==> config.mk <==
export PLATFORM = sky130hd
export DESIGN_NAME = tx_packet_sched_flat
export DESIGN_NICKNAME = d
export VERILOG_FILES = /design/src/rtl/eth_tx_pkg.sv /design/src/rtl/tx_packet_sched_if.sv /design/src/rtl/sched_down_counter.sv /design/src/rtl/tx_packet_sched.sv /design/src/flat_wrapper.sv
export SDC_FILE = /design/constraint.sdc
export NUM_CORES = 1
export LEC_CHECK = 0
export ABC_AREA = 1
export CORE_MARGIN = 3
export CORE_UTILIZATION = 58
export CTS_BUF_LIST = sky130_fd_sc_hd__clkbuf_4 sky130_fd_sc_hd__clkbuf_8
export DETAILED_ROUTE_END_ITERATION = 8
export HOLD_SLACK_MARGIN = 0.12
export PLACE_DENSITY = 0.86
export SYNTH_ARGS = -nofsm -noshare
export SYNTH_HDL_FRONTEND = slang
export SYNTH_SLANG_ARGS = --single-unit
==> constraint.sdc <==
create_clock -name clk -period 2.95 [get_ports clk]
set_input_delay 0.295 -clock clk [delete_from_list [all_inputs] [get_ports clk]]
set_output_delay 0.295 -clock clk [all_outputs]
set_load 0.02 [all_outputs]
==> src/rtl/eth_tx_pkg.sv <==
// Shared types and frame-size constants for the Ethernet TX scheduler.
// Latency: n/a (types, constants and one pure function only).
// Backpressure: n/a.
//
// Contents: frame kind encoding, scheduler state encoding, protocol header
// sizes and the frame length helpers used when a source is granted.
package eth_tx_pkg;

    typedef enum logic [1:0] {
        KIND_NONE      = 2'b00,
        KIND_HOST_ARP  = 2'b01,
        KIND_UDP       = 2'b10,
        KIND_ARP_REPLY = 2'b11
    } tx_kind_e;

    typedef enum logic [1:0] {
        ST_IDLE,
        ST_REQ,
        ST_WAIT_DONE,
        ST_GAP
    } sched_state_e;

    localparam logic [15:0] ETH_HDR_LEN     = 16'd14;
    localparam logic [15:0] IPV4_HDR_LEN    = 16'd20;
    localparam logic [15:0] UDP_HDR_LEN     = 16'd8;
    localparam logic [15:0] ARP_PAYLOAD_LEN = 16'd28;
    localparam logic [15:0] MIN_FRAME_LEN   = 16'd60;
    localparam logic [15:0] MAX_UDP_PAYLOAD = 16'd1472;

    // Bytes in front of the UDP payload (Ethernet + IPv4 + UDP headers).
    localparam logic [15:0] UDP_OVERHEAD = ETH_HDR_LEN + IPV4_HDR_LEN + UDP_HDR_LEN;

    // An ARP frame is 42 bytes of headers, always padded up to the minimum.
    localparam logic [15:0] ARP_RAW_LEN   = ETH_HDR_LEN + ARP_PAYLOAD_LEN;
    localparam logic [15:0] ARP_FRAME_LEN = (ARP_RAW_LEN < MIN_FRAME_LEN) ? MIN_FRAME_LEN
                                                                          : ARP_RAW_LEN;

    // UDP frame length excluding FCS, padded to the minimum frame size.
    // Callers only pass payloads up to MAX_UDP_PAYLOAD, so the sum cannot wrap.
    function automatic logic [15:0] udp_frame_len(input logic [15:0] payload_len);
        logic [15:0] raw;
        raw = payload_len + UDP_OVERHEAD;
        return (raw < MIN_FRAME_LEN) ? MIN_FRAME_LEN : raw;
    endfunction

endpackage

==> src/rtl/tx_packet_sched_if.sv <==
// Scheduler <-> frame builder handshake bundle.
// Latency: n/a (wires only).
// Backpressure: o_tx_req is held until the builder raises i_tx_ack.
//
// Signals: o_tx_req/o_tx_kind/o_tx_len driven by the scheduler (master),
// i_tx_ack/i_tx_done driven by the frame builder (slave).
interface tx_packet_sched_if;
    import eth_tx_pkg::*;

    logic        o_tx_req;
    tx_kind_e    o_tx_kind;
    logic [15:0] o_tx_len;
    logic        i_tx_ack;
    logic        i_tx_done;

    modport master (
        output o_tx_req,
        output o_tx_kind,
        output o_tx_len,
        input  i_tx_ack,
        input  i_tx_done
    );

    modport slave (
        input  o_tx_req,
        input  o_tx_kind,
        input  o_tx_len,
        output i_tx_ack,
        output i_tx_done
    );
endinterface

==> src/rtl/sched_down_counter.sv <==
// Loadable down-counter with zero flag, shared by the frame timeout and the IFG.
// Latency: load/decrement take effect at the next clk edge; zero is combinational.
// Backpressure: none; load has priority over dec, and the count saturates at 0.
//
// Ports: clk, rst (sync, active-high), load + load_val, dec, zero (count == 0).
module sched_down_counter #(
    parameter int WIDTH = 16
) (
    input  logic             clk,
    input  logic             rst,
    input  logic             load,
    input  logic [WIDTH-1:0] load_val,
    input  logic             dec,
    output logic             zero
);
    logic [WIDTH-1:0] cnt;

    always_ff @(posedge clk) begin
        if (rst) begin
            cnt <= '0;
        end else if (load) begin
            cnt <= load_val;
        end else if (dec && (cnt != '0)) begin
            cnt <= cnt - WIDTH'(1);
        end
    end

    assign zero = (cnt == '0);
endmodule

==> src/rtl/tx_packet_sched.sv <==
// Fixed-priority TX frame scheduler: ARP reply > host ARP > UDP, one frame at a time.
// Latency: source pulse -> o_tx_req is 2 cycles when idle; done -> next req is IFG+1 edges.
// Backpressure: o_tx_req held until i_tx_ack; requests arriving while busy stay pending.
//
// Ports: clk, rst (sync, active-high); i_send_packet (1 ARP, 2 UDP), i_arp_reply_req,
// i_udp_data_ready/i_udp_data_len from the payload buffer; tx (master) to the frame
// builder; o_busy, o_timeout/o_len_err pulses, o_pending = {udp, host_arp, arp_reply}.
module tx_packet_sched
    import eth_tx_pkg::*;
#(
    parameter int IFG_CYCLES     = 12,
    parameter int TIMEOUT_CYCLES = 4096
) (
    input  logic                     clk,
    input  logic                     rst,
    input  logic [1:0]               i_send_packet,
    input  logic                     i_arp_reply_req,
    input  logic                     i_udp_data_ready,
    input  logic [15:0]              i_udp_data_len,
    tx_packet_sched_if.master        tx,
    output logic                     o_busy,
    output logic                     o_timeout,
    output logic                     o_len_err,
    output logic [2:0]               o_pending
);
    localparam int IFG_EFF = (IFG_CYCLES < 1) ? 1 : IFG_CYCLES;
    localparam int TMO_EFF = (TIMEOUT_CYCLES < 1) ? 1 : TIMEOUT_CYCLES;
    localparam int CNT_MAX = (TMO_EFF > IFG_EFF) ? TMO_EFF : IFG_EFF;
    localparam int CNT_W   = $clog2(CNT_MAX + 1);

    // The counter is loaded with N-1 so that zero marks the N-th cycle of the
    // window; the state then leaves on that cycle's closing edge.
    localparam logic [CNT_W-1:0] TMO_LOAD = CNT_W'(TMO_EFF - 1);
    localparam logic [CNT_W-1:0] IFG_LOAD = CNT_W'(IFG_EFF - 1);

    sched_state_e state;
    logic [2:0]   pend;
    logic [2:0]   pend_set;
    logic [2:0]   pend_clr;
    tx_kind_e     grant_kind;
    logic [15:0]  grant_len;
    logic         udp_reject;
    logic         go_req;
    logic         ack_hit;
    logic         done_hit;
    logic         timer_exp;
    logic         go_gap;
    logic         ctr_load;
    logic         ctr_dec;
    logic         ctr_zero;
    logic [CNT_W-1:0] ctr_val;

    assign pend_set  = {(i_send_packet == 2'd2), (i_send_packet == 2'd1), i_arp_reply_req};
    assign o_pending = pend;

    // Grant selection from the registered flags, only while idle. A UDP grant
    // with an oversized payload still consumes the flag but issues no frame.
    always_comb begin
        grant_kind = KIND_NONE;
        grant_len  = '0;
        pend_clr   = '0;
        udp_reject = 1'b0;
        if (state == ST_IDLE) begin
            if (pend[0]) begin
                grant_kind = KIND_ARP_REPLY;
                grant_len  = ARP_FRAME_LEN;
                pend_clr   = 3'b001;
            end else if (pend[1]) begin
                grant_kind = KIND_HOST_ARP;
                grant_len  = ARP_FRAME_LEN;
                pend_clr   = 3'b010;
            end else if (pend[2] && i_udp_data_ready) begin
                pend_clr = 3'b100;
                if (i_udp_data_len > MAX_UDP_PAYLOAD) begin
                    udp_reject = 1'b1;
                end else begin
                    grant_kind = KIND_UDP;
                    grant_len  = udp_frame_len(i_udp_data_len);
                end
            end
        end
    end

    assign go_req    = (grant_kind != KIND_NONE);
    assign ack_hit   = (state == ST_REQ) && tx.i_tx_ack;
    assign done_hit  = (state == ST_WAIT_DONE) && tx.i_tx_done;
    assign timer_exp = ((state == ST_REQ) || (state == ST_WAIT_DONE)) && ctr_zero;
    // Done beats a simultaneous expiry; an ack in the expiry cycle still counts.
    assign go_gap    = ((state == ST_WAIT_DONE) && (done_hit || timer_exp)) ||
                       ((state == ST_REQ) && !ack_hit && timer_exp);

    assign ctr_load = go_req || go_gap;
    assign ctr_val  = go_req ? TMO_LOAD : IFG_LOAD;
    assign ctr_dec  = (state != ST_IDLE);

    sched_down_counter #(
        .WIDTH (CNT_W)
    ) u_ctr (
        .clk      (clk),
        .rst      (rst),
        .load     (ctr_load),
        .load_val (ctr_val),
        .dec      (ctr_dec),
        .zero     (ctr_zero)
    );

    always_ff @(posedge clk) begin
        if (rst) begin
            state        <= ST_IDLE;
            pend         <= '0;
            tx.o_tx_req  <= 1'b0;
            tx.o_tx_kind <= KIND_NONE;
            tx.o_tx_len  <= '0;
            o_busy       <= 1'b0;
            o_timeout    <= 1'b0;
            o_len_err    <= 1'b0;
        end else begin
            // Set wins over the grant clear, so a re-request in the grant cycle survives.
            pend      <= (pend & ~pend_clr) | pend_set;
            o_timeout <= 1'b0;
            o_len_err <= udp_reject;
            case (state)
                ST_IDLE: begin
                    if (go_req) begin
                        state        <= ST_REQ;
                        tx.o_tx_req  <= 1'b1;
                        tx.o_tx_kind <= grant_kind;
                        tx.o_tx_len  <= grant_len;
                        o_busy       <= 1'b1;
                    end
                end
                ST_REQ: begin
                    if (ack_hit) begin
                        state       <= ST_WAIT_DONE;
                        tx.o_tx_req <= 1'b0;
                    end else if (timer_exp) begin
                        state       <= ST_GAP;
                        tx.o_tx_req <= 1'b0;
                        o_timeout   <= 1'b1;
                    end
                end
                ST_WAIT_DONE: begin
                    if (done_hit) begin
                        state <= ST_GAP;
                    end else if (timer_exp) begin
                        state     <= ST_GAP;
                        o_timeout <= 1'b1;
                    end
                end
                ST_GAP: begin
                    if (ctr_zero) begin
                        state        <= ST_IDLE;
                        tx.o_tx_kind <= KIND_NONE;
                        tx.o_tx_len  <= '0;
                        o_busy       <= 1'b0;
                    end
                end
                default: state <= ST_IDLE;
            endcase
        end
    end
endmodule
==> src/flat_wrapper.sv <==
// flat-port wrapper written by rule: the top's interface ports become plain ports
module tx_packet_sched_flat import eth_tx_pkg::*;
#(
    parameter int IFG_CYCLES     = 12,
    parameter int TIMEOUT_CYCLES = 4096
)
  (clk, rst, i_send_packet, i_arp_reply_req, i_udp_data_ready, i_udp_data_len, o_busy, o_timeout, o_len_err, o_pending, tx_o_tx_req, tx_o_tx_kind, tx_o_tx_len, tx_i_tx_ack, tx_i_tx_done);
  tx_packet_sched_if tx_i ();
  input  logic clk;
  input  logic rst;
  input  logic [1:0] i_send_packet;
  input  logic i_arp_reply_req;
  input  logic i_udp_data_ready;
  input  logic [15:0] i_udp_data_len;
  output logic o_busy;
  output logic o_timeout;
  output logic o_len_err;
  output logic [2:0] o_pending;
  output wire logic [$bits(tx_i.o_tx_req)-1:0] tx_o_tx_req;
  output wire logic [$bits(tx_i.o_tx_kind)-1:0] tx_o_tx_kind;
  output wire logic [$bits(tx_i.o_tx_len)-1:0] tx_o_tx_len;
  input wire logic [$bits(tx_i.i_tx_ack)-1:0] tx_i_tx_ack;
  input wire logic [$bits(tx_i.i_tx_done)-1:0] tx_i_tx_done;
  assign tx_o_tx_req = tx_i.o_tx_req;
  assign tx_o_tx_kind = tx_i.o_tx_kind;
  assign tx_o_tx_len = tx_i.o_tx_len;
  assign tx_i.i_tx_ack = tx_i_tx_ack;
  assign tx_i.i_tx_done = tx_i_tx_done;
  tx_packet_sched #(.IFG_CYCLES(IFG_CYCLES), .TIMEOUT_CYCLES(TIMEOUT_CYCLES)) u_core (.clk(clk), .rst(rst), .i_send_packet(i_send_packet), .i_arp_reply_req(i_arp_reply_req), .i_udp_data_ready(i_udp_data_ready), .i_udp_data_len(i_udp_data_len), .tx(tx_i), .o_busy(o_busy), .o_timeout(o_timeout), .o_len_err(o_len_err), .o_pending(o_pending));
endmodule
==> results.json, run 1 <==
{
  "outcome": "complete, no violations",
  "arrival_ns": 2.57,
  "hold_end": "u_core.tx.o_tx_len[14]",
  "sequential_to_total_area_share_from_yosys_stat": 0.303,
  "max-cap-violations": 0,
  "r2r_end": "u_core.u_ctr.cnt[11]",
  "timing.setup.tns_ns": 0,
  "whs_path_depth": 2,
  "initial_core_util": 0.629,
  "drt-pass1-iter-count": 5,
  "distinct_cell_type_count_after_synthesis": 35,
  "largest_net_degree_at_the_start_of_global_routing": 22,
  "whs_ns": 0.447,
  "finalPower_mw": 1.73,
  "via_per_inst": 5.39,
  "route.detailed.drc": 0,
  "insertion_delay_ns": 0.29,
  "final_net_count": 478,
  "max-slew-margin-rel": 0.548,
  "post_drt_wl_per_cell_um": 13.1,
  "gp_congestion": 0.902,
  "chipHeight_um": 73.5,
  "min_period_ns": 2.35,
  "antenna_found_initial": 0,
  "io_pins": 49,
  "postSynthRegisterBits": 40,
  "clock-skew-final_ns": 0.00918,
  "cts.sinks": 40,
  "reg_clk_slew_reported_paths_ns": 0.08,
  "clock-root-buffer": "sky130_fd_sc_hd__clkbuf_8",
  "final_setup_violation_count": 0,
  "crit_type": "reg2reg",
  "wirelength_mm": 6.52,
  "crit_required_ns": 3.17,
  "dp_hpwl_mm": 4.83,
  "syn_area_mm2": 0.00264,
  "p_leak_nw": 1.47,
  "drt_first_iter_violations": 195,
  "finalHoldViolations": 0,
  "grt_first_pass_wirelength_mm": 11.4,
  "via_count_of_the_routed_design": 2679,
  "floorplan.die_area_mm2": 0.00540,
  "worstRegToRegCells": 11,
  "cts_inserted_buffers": 5,
  "placement.cell_area_mm2": 0.00314,
  "max_slew.worst_pin.slew_ns": 0.676,
  "syn_nets": 431,
  "placement.io_buffers": 48,
  "layout-drive-gt1-share": 0.130,
  "netlist_instances": 399,
  "ff2ff_setup_slack_ns": 0.60,
  "category_of_the_worst_setup_path_capture_point": "flip-flop",
  "timing_max_transition_violations_final": 0,
  "detailedPlace.worstSlack_ns": 0.422,
  "hold_buffers": 0,
  "crit_path_max_fanout": 8,
  "die_x_um": 73.5,
  "synth_warnings": 0,
  "period_utilization": 0.798,
  "number_of_buffers_on_the_longest_clock_path": 2,
  "htree_num_levels": 2,
  "place_inst": 489,
  "critical_path.startpoint_type": "flip-flop",
  "grt_use_total": 0.266,
  "finalInstanceArea_mm2": 0.00324,
  "timing.fmax_mhz": 425,
  "core_mm2": 0.00420,
  "insertedDiodeCount": 0,
  "drtAntennaViolNets": 0,
  "setup_repair_after_global_routing_missed_its_margin": "false",
  "post_synth.cell_area_avg_um2": 6.63,
  "vias_in_the_first_global_route": 2536,
  "cts_tree": "done",
  "layoutNonFillerInstCount": 497,
  "fin_util": 0.770,
  "ir_drop_mv": 0.368,
  "fillerInstances": 343,
  "grt_overflow": 0,
  "area_grow_syn2layout_pct": 22.4,
  "hold_path.class": "reg2reg",
  "hold_path.startpoint": "u_core.tx.o_tx_len[14]",
  "number_of_instances_resized_during_post_cts_repair": 0,
  "cts_post_setup_buffers_inserted": 0,
  "final_critical_path_setup_slack_ns": 0.596,
  "power_per_cell_area_mw_per_mm2": 534,
  "source_of_the_worst_register_to_register_timing_path": "u_core.state[1]",
  "fp-row-count": 23
}
## cell type report
type                       count  area (um^2)  share of cell area
clock inverter                 2         10.0             0.00309
sequential                    40          801               0.247
multi-input combinational    299         1600               0.493
clock buffer                   6         82.6              0.0255
tap                           50         62.6              0.0193
inverter                      50          188              0.0580
timing repair buffer          50          495               0.153
## sequential cells by signal, indices dropped and copies added (netlist names)
| register | count |
|---|---|
| u_core.state | 2 |
| u_core.u_ctr.cnt | 13 |
| u_core.o_pending | 3 |
| u_core.tx.o_tx_req | 1 |
| u_core.o_busy | 1 |
| u_core.o_timeout | 1 |
| u_core.o_len_err | 1 |
| u_core.tx.o_tx_kind | 2 |
| u_core.tx.o_tx_len | 16 |
## kinds of logic (layout without fill, tap and decap cells)
| family | Yosys count | in the layout | synth area share |
|---|---|---|---|
| adder cells (fa/ha/maj) | 8 | 8 | 0.0379 |
| buffers and inverters | 60 | 108 | 0.0932 |
| AO/OA/AOI/OAI | 54 | 54 | 0.128 |
| AND/OR/NAND/NOR | 226 | 226 | 0.402 |
| XOR/XNOR | 11 | 11 | 0.0364 |
| flip-flops | 40 | 40 | 0.303 |
## worst max-delay path, stage by stage, from the launching register on
cell and delay (ns):
sky130_fd_sc_hd__dfxtp_1 0.46, sky130_fd_sc_hd__inv_1 0.10, sky130_fd_sc_hd__ha_1 0.18, sky130_fd_sc_hd__inv_1 0.11, sky130_fd_sc_hd__nor2_1 0.08, sky130_fd_sc_hd__nor2_1 0.20, sky130_fd_sc_hd__inv_1 0.12, sky130_fd_sc_hd__nand2_4 0.15
sky130_fd_sc_hd__inv_2 0.05, sky130_fd_sc_hd__nor3_1 0.51, sky130_fd_sc_hd__a21oi_1 0.15, sky130_fd_sc_hd__a21oi_1 0.16
## power breakdown
part | switching (mW) | internal, mW | total, mW
Combinational | 0.433 | 0.252 | 0.685
Clock | 0.189 | 0.187 | 0.376
Sequential | 0.0627 | 0.604 | 0.667
## cell usage in the layout (no fill, tap or decap), types with 3 or more instances in the layout
cell,synthesis,layout
sky130_fd_sc_hd__nand3_1,21,21
sky130_fd_sc_hd__clkbuf_8,0,6
sky130_fd_sc_hd__dfxtp_1,40,40
sky130_fd_sc_hd__a31oi_1,4,4
sky130_fd_sc_hd__inv_2,6,6
sky130_fd_sc_hd__ha_1,8,8
sky130_fd_sc_hd__clkdlybuf4s50_1,0,48
sky130_fd_sc_hd__nand2_1,116,116
sky130_fd_sc_hd__nand4_1,8,8
sky130_fd_sc_hd__o21ai_0,5,5
sky130_fd_sc_hd__nand2_4,3,3
sky130_fd_sc_hd__nor2_1,41,41
sky130_fd_sc_hd__nand2_2,15,15
sky130_fd_sc_hd__a21oi_1,29,29
sky130_fd_sc_hd__xor2_1,9,9
sky130_fd_sc_hd__inv_1,43,43
sky130_fd_sc_hd__nor3_1,8,8
sky130_fd_sc_hd__nand3_2,4,4
sky130_fd_sc_hd__nor2_2,3,3
sky130_fd_sc_hd__o211ai_1,3,3
sky130_fd_sc_hd__a21oi_2,10,10
## worst max-delay path by stage
stage                        start  slack (ns)                     to
4_1_cts            u_core.state[0]        0.63  u_core.tx.o_tx_len[5]
3_5_place_dp     i_udp_data_len[1]        0.42  u_core.tx.o_tx_len[5]
6_report           u_core.state[1]        0.60   u_core.u_ctr.cnt[11]
3_3_place_gp     i_udp_data_len[1]        0.56  u_core.tx.o_tx_len[2]
5_1_grt            u_core.state[1]        0.35   u_core.u_ctr.cnt[11]
2_1_floorplan  u_core.u_ctr.cnt[0]        1.16  u_core.tx.o_tx_len[3]
## layer usage
layer	GRT usage	routed length, um	up-vias
met5	0	0	-
li1	-	-	1363
met4	0.0765	84	0
met1	0.387	3160	1184
met3	0.0534	445	13
met2	0.396	2830	119
## cells in the mapped netlist, drive strengths merged
| cell type | number | area share |
|---|---|---|
| a22oi | 1 | 0.0028 |
| nand4 | 8 | 0.019 |
| nand3 | 26 | 0.062 |
| clkinv | 1 | 0.0014 |
| clkbuf | 3 | 0.0043 |
| nor2 | 47 | 0.085 |
| inv | 49 | 0.070 |
| dfxtp | 40 | 0.30 |
| a21oi | 39 | 0.088 |
| a2111oi | 1 | 0.0033 |
| buf | 7 | 0.018 |
| or2 | 2 | 0.0057 |
| xnor2 | 2 | 0.0066 |
| nand2 | 134 | 0.21 |
| ha | 8 | 0.038 |
| xor2 | 9 | 0.030 |
| a31oi | 4 | 0.0095 |
| nor3 | 8 | 0.015 |
| nand3b | 1 | 0.0028 |
| o211ai | 3 | 0.0085 |
| o21ai | 6 | 0.016 |
Power figures use the tool's default switching activity.
==> run 2, diff against run 1 <==
--- a/config.mk
+++ b/config.mk
@@ -7,11 +7,11 @@
 export LEC_CHECK = 0
 export ABC_AREA = 1
 export CORE_MARGIN = 3
-export CORE_UTILIZATION = 58
+export CORE_UTILIZATION = 49
 export CTS_BUF_LIST = sky130_fd_sc_hd__clkbuf_4 sky130_fd_sc_hd__clkbuf_8
 export DETAILED_ROUTE_END_ITERATION = 8
 export HOLD_SLACK_MARGIN = 0.12
-export PLACE_DENSITY = 0.86
+export PLACE_DENSITY = 0.78
 export SYNTH_ARGS = -nofsm -noshare
 export SYNTH_HDL_FRONTEND = slang
 export SYNTH_SLANG_ARGS = --single-unit
==> constraint.sdc (replaced) <==
create_clock -name clk -period 2 [get_ports clk]
set_input_delay 0.2 -clock clk [delete_from_list [all_inputs] [get_ports clk]]
set_output_delay 0.2 -clock clk [all_outputs]
set_load 0.02 [all_outputs]
==> run 2 against run 1 <==
  * Cell count rose by 11%
  * Core utilization decreased by 6.7 points
  * Global-route usage fell by 5.2 points
  * Critical path type unchanged
  * Critical endpoint is now u_core.tx.o_tx_len[2]
  * Routed wire length rose by 1.9%
  * Sequential share of layout area decreased by 2.7 points
  * Combinational power rose by 71%
  * Clock power increased by 83%
  * Non-clock buffer count up 36
  * Register-to-register slack worse by 0.54 ns
  * Via count increased by 1.9%
  * Count of clock-buffer cells in the layout shrank 1
  * First-iteration DRC count shrank 26%
==> results.json, run 2 (same netlist as run 1, synthesis figures left out) <==
{
  "max_slew.worst_pin.slew_ns": 0.367,
  "max-cap-violations": 0,
  "final_setup_violation_count": 0,
  "regMostFlops": "u_core.tx.o_tx_len",
  "p_leak_nw": 1.70,
  "category_of_the_worst_setup_path_capture_point": "flip-flop",
  "antenna_found_initial": 0,
  "finalHoldViolations": 0,
  "reg_clk_slew_reported_paths_ns": 0.09,
  "power.share.sequential": 0.346,
  "clock-skew-final_ns": 0.0130,
  "power.share.switching": 0.380,
  "timing.fmax_mhz": 515,
  "layout-drive-gt1-share": 0.213,
  "clock-root-buffer": "sky130_fd_sc_hd__clkbuf_8",
  "stage_delay_of_the_slowest_cell_on_the_critical_path_ns": 0.34,
  "worstRegToRegCells": 12,
  "htree_num_levels": 2,
  "vias_in_the_first_global_route": 2494,
  "cts_inserted_buffers": 5,
  "layout.cells.most_common": "sky130_fd_sc_hd__nand2_1",
  "crit_path_buf_inv_count": 2,
  "outcome": "complete, no violations",
  "dp_hpwl_mm": 5.02,
  "cell_internal_pwr_mw": 1.76,
  "area_grow_syn2layout_pct": 37.6,
  "finalPower_mw": 2.84,
  "critical_path.startpoint_type": "flip-flop",
  "wirelength_mm": 6.65,
  "drt_first_iter_violations": 145,
  "via_count_of_the_routed_design": 2731,
  "crit_path_max_fanout": 5,
  "cp_top_family": "simple AND/OR/NAND/NOR gates",
  "period_utilization": 0.970,
  "mostFrequentLayoutCells": "sky130_fd_sc_hd__nand2_1 (114), sky130_fd_sc_hd__clkdlybuf4s50_1 (43), sky130_fd_sc_hd__inv_1 (42)",
  "via_per_inst": 4.93,
  "power_per_cell_area_mw_per_mm2": 781,
  "timing_max_transition_violations_final": 0,
  "comb_power_share": 0.412,
  "placement.io_buffers": 48,
  "grt_first_pass_wirelength_mm": 11.0,
  "worst_path_max_delay_cell": "sky130_fd_sc_hd__dfxtp_1",
  "setup_repair_after_global_routing_missed_its_margin": "true",
  "post_drt_wl_per_cell_um": 12.0,
  "total_switching_power_mw": 1.08,
  "insertion_delay_ns": 0.31,
  "hold_buffers": 0,
  "crit_required_ns": 2.23,
  "gp_congestion": 0.896,
  "whs_path_depth": 5,
  "power.share.clock": 0.242,
  "insertedDiodeCount": 0,
  "ff2ff_setup_slack_ns": 0.06,
  "floorplan.die_area_mm2": 0.00631,
  "core_mm2": 0.00517,
  "critical_path_depth": 12,
  "min_period_ns": 1.94,
  "route.detailed.drc": 0,
  "largest_net_degree_at_the_start_of_global_routing": 21,
  "cts.sinks": 40,
  "hold_path.class": "in2reg",
  "initial_core_util": 0.511,
  "arrival_ns": 2.17,
  "grt_use_total": 0.214,
  "cts_tree": "done",
  "number_of_buffers_on_the_longest_clock_path": 2,
  "whs_ns": 0.359,
  "final_net_count": 515,
  "io_pins": 49,
  "worstPathCellList": "inv_1, ha_4, nand2_2, or2_4, nor2_8, nand3_4, o21ai_4, nand2_4, nor2_4, buf_4, nand2_1, a21oi_1",
  "crit_type": "reg2reg",
  "die_x_um": 79.5,
  "max-slew-margin-rel": 0.749,
  "ir_drop_mv": 0.342,
  "chipHeight_um": 79.5,
  "drtAntennaViolNets": 0,
  "fp-row-count": 26,
  "grt_overflow": 0,
  "max_reg_flops": 16,
  "drt-pass1-iter-count": 4
}
[run 2: changes by cell type in the layout (fill, tap and decap cells not counted), moves of 3 or more]
cell                              change
sky130_fd_sc_hd__buf_4               +35
sky130_fd_sc_hd__clkdlybuf4s50_1      -5
sky130_fd_sc_hd__dlymetal6s2s_1       +5
sky130_fd_sc_hd__nor2_4               +4
sky130_fd_sc_hd__nor2_2               -3
[run 2: final cells by class]
| cell class | instances | area, um^2 |
|---|---|---|
| Timing Repair Buffer | 86 | 782 |
| Clock inverter | 3 | 46.3 |
| Fill cell | 416 | 1530 |
| Clock buffer | 5 | 68.8 |
| Multi-Input combinational cell | 300 | 1670 |
| Sequential cell | 40 | 801 |
| Tap cell | 70 | 87.6 |
| Inverter | 50 | 188 |
[run 2: path summary, 6_finish.rpt]
kind                     startpoint                     end
max             u_core.u_ctr.cnt[1]   u_core.tx.o_tx_len[2]
min               i_udp_data_len[1]   u_core.tx.o_tx_len[1]
max reg2reg     u_core.u_ctr.cnt[1]   u_core.tx.o_tx_len[2]
min reg2reg  u_core.tx.o_tx_len[15]  u_core.tx.o_tx_len[15]
[run 2: layer usage]
metal	wire, um	vias to the layer above	track usage
met1	3100	1214	0.282
met3	332	9	0.0406
met5	0	-	0
li1	-	1435	-
met2	3160	73	0.351
met4	59	0	0.0704
[run 2: worst reg2reg max path, cell delays in order (launching register included)]
cell and delay (ns):
sky130_fd_sc_hd__dfxtp_1 0.34, sky130_fd_sc_hd__inv_1 0.10, sky130_fd_sc_hd__ha_4 0.15, sky130_fd_sc_hd__nand2_2 0.06, sky130_fd_sc_hd__or2_4 0.26, sky130_fd_sc_hd__nor2_8 0.12
sky130_fd_sc_hd__nand3_4 0.12, sky130_fd_sc_hd__o21ai_4 0.20, sky130_fd_sc_hd__nand2_4 0.08, sky130_fd_sc_hd__nor2_4 0.09, sky130_fd_sc_hd__buf_4 0.16, sky130_fd_sc_hd__nand2_1 0.07
sky130_fd_sc_hd__a21oi_1 0.11
[run 2: stage by stage]
| step | util | instances | setup WS, ns | setup TNS (ns) | area [um^2] |
|---|---|---|---|---|---|
| final | 0.703 | 554 | 0.0590 | 0 | 3640 |
| after global routing | 0.703 | 554 | -0.0217 | -0.0944 | 3640 |
| after CTS | 0.684 | 551 | 0.00498 | 0 | 3540 |
| after detailed placement | 0.662 | 543 | -0.228 | -5.29 | 3420 |
| after global placement | 0.662 | 543 | -0.160 | -4.03 | 3420 |
| after floorplan | - | 399 | 0.207 | 0 | 2640 |
[run 2: power groups by stage]
stage | Clock, mW | Combinational, mW | Sequential [mW]
floorplan | 0 | 0.722 | 1.01
global placement | 0 | 1.07 | 0.992
detailed placement | 0 | 1.09 | 0.993
CTS | 0.694 | 1.10 | 0.977
global route | 0.716 | 1.30 | 0.995
finish | 0.688 | 1.17 | 0.982
[run 2: repair_timing]
item | CTS | global route
endpoints found under the hold margin | 0 | 0
resized for setup | 0 | 21
endpoints found under the setup margin | 0 | 31
setup buffers | 0 | 2
==> run 3, diff against run 2 <==
--- a/config.mk
+++ b/config.mk
@@ -12,6 +12,7 @@
 export DETAILED_ROUTE_END_ITERATION = 8
 export HOLD_SLACK_MARGIN = 0.12
 export PLACE_DENSITY = 0.78
+export SKIP_CTS_REPAIR_TIMING = 1
 export SYNTH_ARGS = -nofsm -noshare
 export SYNTH_HDL_FRONTEND = slang
 export SYNTH_SLANG_ARGS = --single-unit
==> results of run 3 <==
The final DEF is identical to that of run 2; final timing and power are the same.
==> variant 1 (settings of run 3) <==
Put one more register stage on the output `o_timeout`, without a reset. The value now appears one clock later. The other outputs are not delayed to match.
--- a/src/rtl/tx_packet_sched.sv
+++ b/src/rtl/tx_packet_sched.sv
@@ -32,6 +32,8 @@
     // window; the state then leaves on that cycle's closing edge.
     localparam logic [CNT_W-1:0] TMO_LOAD = CNT_W'(TMO_EFF - 1);
     localparam logic [CNT_W-1:0] IFG_LOAD = CNT_W'(IFG_EFF - 1);
+
+    logic o_timeout_s0;
 
     sched_state_e state;
     logic [2:0]   pend;
@@ -112,12 +114,12 @@
             tx.o_tx_kind <= KIND_NONE;
             tx.o_tx_len  <= '0;
             o_busy       <= 1'b0;
-            o_timeout    <= 1'b0;
+            o_timeout_s0 <= 1'b0;
             o_len_err    <= 1'b0;
         end else begin
             // Set wins over the grant clear, so a re-request in the grant cycle survives.
             pend      <= (pend & ~pend_clr) | pend_set;
-            o_timeout <= 1'b0;
+            o_timeout_s0 <= 1'b0;
             o_len_err <= udp_reject;
             case (state)
                 ST_IDLE: begin
@@ -136,7 +138,7 @@
                     end else if (timer_exp) begin
                         state       <= ST_GAP;
                         tx.o_tx_req <= 1'b0;
-                        o_timeout   <= 1'b1;
+                        o_timeout_s0 <= 1'b1;
                     end
                 end
                 ST_WAIT_DONE: begin
@@ -144,7 +146,7 @@
                         state <= ST_GAP;
                     end else if (timer_exp) begin
                         state     <= ST_GAP;
-                        o_timeout <= 1'b1;
+                        o_timeout_s0 <= 1'b1;
                     end
                 end
                 ST_GAP: begin
@@ -159,4 +161,8 @@
             endcase
         end
     end
+    always_ff @(posedge clk) begin
+        o_timeout <= o_timeout_s0;
+    end
+
 endmodule
Function: same outputs for any inputs over 10 cycles, from zero or initial values and one cycle with rst high; that may be too few to reach the edited logic, so the function may still have changed.
==> variant 1 against run 3 <==
Critical path depth down 2. Setup slack improved by 0.013 ns. Area after synthesis down 4.1%. Total power grew 12%. Routed wire length rose by 7.1%. Clock skew decreased by 0.0097 ns. Cell area rose by 1.9%. Global-route usage is 1.3 points higher. Sequential cell count is 1 higher. Non-clock buffer count is 12 higher. Clock power up 2%. Combinational power increased by 23%. Count of clock-buffer cells in the layout rose by 2. Critical endpoint is now u_core.u_ctr.cnt[7].
==> variant 1: results (changes against run 3) <==
outcome finished, final reports clean; Hold Crit Endpoint u_core.o_timeout; Syn Area/Cell 6.69 µm² (+0.99%); top post-synthesis cells by count 106 x nand2_1, 45 x inv_1, 41 x dfxtp_1; worst skew pair latency 0.29 ns (-0.02 ns); DR pass1 iterations 5 (+1); Worst Path Arrival 2.15 ns (-0.02 ns); nets@finish 512 (-0.58%); sequential area share after synthesis 0.324 (+0.0207); # placed instances 535 (-1.5%); ys async rst share 0 (unchanged); final critical-path share of the clock period 0.964 (-0.00661); VDD IR max 0.749 mV (+120%); critical path's largest stage delay 0.38 ns (+0.04 ns); WHS Path Cells 0 (-5); Crit Path Max Fanout 6 (+1); vias in the first global route 2,646 (+6.1%); met2 Use GR 0.360 (+0.00900); Netlist cell types 34 (-2.9%); Fillers 367 (-12%); minimum hold slack 0.330 ns (-0.0295 ns); DR WL/cell 13.0 µm (+8.2%); pin count of the biggest net entering global routing 27 (+29%); Clock Skews 0.00331 ns (-0.00968 ns); reg2reg path depth 10 (-2); DRT iter0 DRCs 241 (+66%); gp weighted congestion 0.844 (-5.8%); met1 usage 0.305 (+0.0234); Rel. slew slack 0.724 (-0.0254); DP Wirelength 5040 µm (+0.41%); LEAKAGE 1.72 nW (+0.86%); syn_nets 411 (-4.6%); first-pass GRT wire length 11,400 µm (+4.3%); total track usage 0.227 (+0.0131); met3 WL post-DR 468 µm (+41%); Metal-1 WL 3190 µm (+3.0%); DR vias/cell 5.10 (+3.4%); hold path start u_core.o_timeout_s0; CP startpoint u_core.state[0]; grt met3 use 0.0615 (+0.0209); Hold Path Class flop to flop; Worst Setup EP u_core.u_ctr.cnt[7]; Final Non-Filler Cells 548 (-1.1%); Post-Place Setup Slack -0.247 ns (-0.0183 ns)
variant 1: cell types whose count changed in the layout (fill, tap and decap cells not counted), moves of 4 or more:
cell     delta
a21oi_2     -5
nor2_1      -8
nand2_2    -10
nor2_2      +4
nand2_1    -12
buf_4      +13
o21ai_0     +4
variant 1: kinds of logic after synthesis:
kind of cell,share of synthesized area
xor gates and xnor gates,0.0449
AOI/OAI and AO/OA,0.115
DFF,0.324
adders and majority gates,0.0395
buffers and inverters,0.0898
and+or+nand+nor,0.387
variant 1: layout make-up:
type,count,area [µm²],area share
Inverter,53,211,0.0571
Clock inverter,1,30.0,0.00810
Multi-Input combinational cell,281,1610,0.434
Timing Repair Buffer,98,861,0.232
Sequential cell,41,821,0.221
Tap cell,67,83.8,0.0226
Clock buffer,7,90.1,0.0243
variant 1: power breakdown:
group | leakage [nW] | switching [mW] | internal [mW]
combinational | 1.32 | 0.832 | 0.604
sequential | 0.336 | 0.119 | 0.934
clock | 0.0619 | 0.279 | 0.420
==> variant 2 (flow settings as in run 3) <==
Without the edit above. `TIMEOUT_CYCLES` is set to 4096 in 2 places; all go to 1024.
--- a/src/rtl/tx_packet_sched.sv
+++ b/src/rtl/tx_packet_sched.sv
@@ -9,7 +9,7 @@
     import eth_tx_pkg::*;
 #(
     parameter int IFG_CYCLES     = 12,
-    parameter int TIMEOUT_CYCLES = 4096
+    parameter int TIMEOUT_CYCLES = 1024
 ) (
     input  logic                     clk,
     input  logic                     rst,
--- a/src/flat_wrapper.sv
+++ b/src/flat_wrapper.sv
@@ -2,7 +2,7 @@
 module tx_packet_sched_flat import eth_tx_pkg::*;
 #(
     parameter int IFG_CYCLES     = 12,
-    parameter int TIMEOUT_CYCLES = 4096
+    parameter int TIMEOUT_CYCLES = 1024
 )
   (clk, rst, i_send_packet, i_arp_reply_req, i_udp_data_ready, i_udp_data_len, o_busy, o_timeout, o_len_err, o_pending, tx_o_tx_req, tx_o_tx_kind, tx_o_tx_len, tx_i_tx_ack, tx_i_tx_done);
   tx_packet_sched_if tx_i ();
Formal check against the unedited RTL: same outputs for any inputs over 10 cycles, from zero or initial values and one cycle with rst high; that may be too few to reach the edited logic, so the function may still have changed.
==> variant 2 against run 3 <==
Routed wire length fell by 6.3%. Setup slack improved by 0.091 ns. Die area is 5.4% lower. Via count fell by 6.0%. Sequential cell count decreased by 2. Cell area decreased by 4.3%. Total power increased by 1.7%. Critical path depth is 2 lower. Area after synthesis fell by 5.8%.
==> variant 2: results (changes against run 3) <==
vias in the first global route 2,477 (-0.68%); DRT iter0 DRCs 130 (-10%); Post-Place Setup Slack -0.204 ns (+0.0240 ns); port bufs 48 (unchanged); max_cap viols 0 (unchanged); gp weighted congestion 0.918 (+2.5%); Hold Path Class flop to flop; DR pass1 iterations 4 (unchanged); Largest Register u_core.tx.o_tx_len; Final Non-Filler Cells 524 (-5.4%); pin count of the biggest net entering global routing 24 (+14%); ys async rst share 0 (unchanged); Setup CP Type flop to flop; Crit Path Max Fanout 7 (+2); CTS H-tree lvls 2 (unchanged); nets@finish 488 (-5.2%); drt total wl 6230 µm (-6.3%); top post-synthesis cells by count 101 x nand2_1, 46 x nor2_1, 44 x inv_1; deepest clock path buffer count 2 (unchanged); Clock Skews 0.00688 ns (-0.00611 ns); dominant synthesized flop cell dfxtp_1; Diodes inserted 0 (unchanged); total track usage 0.219 (+0.00528); LEAKAGE 1.59 nW (-6.4%); VDD IR max 0.614 mV (+79%); Worst-Margin Slew 0.535 ns (+0.168 ns); synth warn 0 (unchanged); worst r2r src u_core.state[0]; hold path start u_core.tx.o_tx_len[14]; root buf cell clkbuf_8; cts bufs inserted 5 (unchanged); first-pass GRT wire length 10,700 µm (-2.5%); max reg flops 16 (unchanged); Netlist cell types 36 (+2.9%); top cells by area, synth dfxtp_1 31%, nand2_1 15%, nor2_1 6.9%; Vias 2,568 (-6.0%); sequential area share after synthesis 0.305 (+0.00249); initial antenna violation count 0 (unchanged); worst skew pair latency roughly 0.30 ns; Cells after Synth 375 (-6.0%); syn_nets 407 (-5.6%); outcome finished, final reports clean; Reg clk slew, reported paths ~0.080 ns; layout cells sized above 1 0.195 (-0.0181); DP Wirelength 4740 µm (-5.6%); Worst Path Arrival 2.04 ns (-0.13 ns)
-- variant 2: cell count changes in the layout (fill, tap and decap cells not counted), sizes merged, moves of 3 or more --
cell / run 3 / this run
a21oi: 39 / 29
xor2: 9 / 5
nand2: 134 / 116
o21ai: 6 / 12
buf: 38 / 33
nor3: 8 / 5
clkinv: 1 / 4
nand3: 26 / 33
inv: 50 / 47
-- variant 2: worst max-delay path, cell delays in order (launching register included) --
cell,delay (ns)
dfxtp_1,0.42
inv_1,0.12
ha_1,0.27
inv_2,0.12
nor2_1,0.07
inv_1,0.15
nand2_4,0.10
nor2_8,0.18
nand2_8,0.09
o21ai_0,0.15
a21oi_1,0.06
-- variant 2: area by class of cell --
type / instances / area, µm²
Inverter: 50 / 204
Multi-Input combinational cell: 280 / 1550
Sequential cell: 38 / 761
Tap cell: 67 / 83.8
Clock buffer: 5 / 68.8
Timing Repair Buffer: 81 / 748
Fill cell: 430 / 1330
Clock inverter: 3 / 68.8
-- variant 2: kinds of logic after synthesis --
| group | Yosys count | share of synthesized area |
|---|---|---|
| and+or+nand+nor | 212 | 0.403 |
| buffers and inverters | 58 | 0.101 |
| AOI/OAI and AO/OA | 51 | 0.122 |
| DFF | 38 | 0.305 |
| xor gates and xnor gates | 8 | 0.0281 |
| adders and majority gates | 8 | 0.0402 |
-- variant 2: path summary, 6_finish.rpt --
path         slack, ns  cells after the start                endpoint
max               0.15                     10     u_core.u_ctr.cnt[6]
min               0.44                      2  u_core.tx.o_tx_len[14]
max reg2reg       0.15                     10     u_core.u_ctr.cnt[6]
min reg2reg       0.44                      2  u_core.tx.o_tx_len[14]
-- variant 2: power breakdown --
part	switching (mW)	internal, mW	leakage [nW]	total [mW]
sequential	0.0921	0.858	0.311	0.950
combinational	0.657	0.482	1.21	1.14
clock	0.300	0.500	0.0683	0.800
-- variant 2: metrics by stage --
step            util  power, mW  instance area (µm²)  hold slack [ns]  setup TNS (ns)
6_report       0.723       2.89                 3480            0.441               0
5_1_grt        0.723       3.08                 3480            0.454        -0.00542
4_1_cts        0.707       2.87                 3400            0.442               0
3_5_place_dp   0.678       2.05                 3270            0.428           -2.85
3_3_place_gp   0.678       2.02                 3270            0.427           -1.27
2_1_floorplan      -       1.70                 2490            0.317               0
-- variant 2: per-layer routing --
layer,GRT usage,share of wire,vias to the layer above,routed length [µm]
met1,0.249,0.43,1167,2680
met3,0.0411,0.033,9,206
met2,0.402,0.52,35,3240
met5,0,0,-,0
li1,-,-,1357,-
met4,0.0836,0.016,0,97
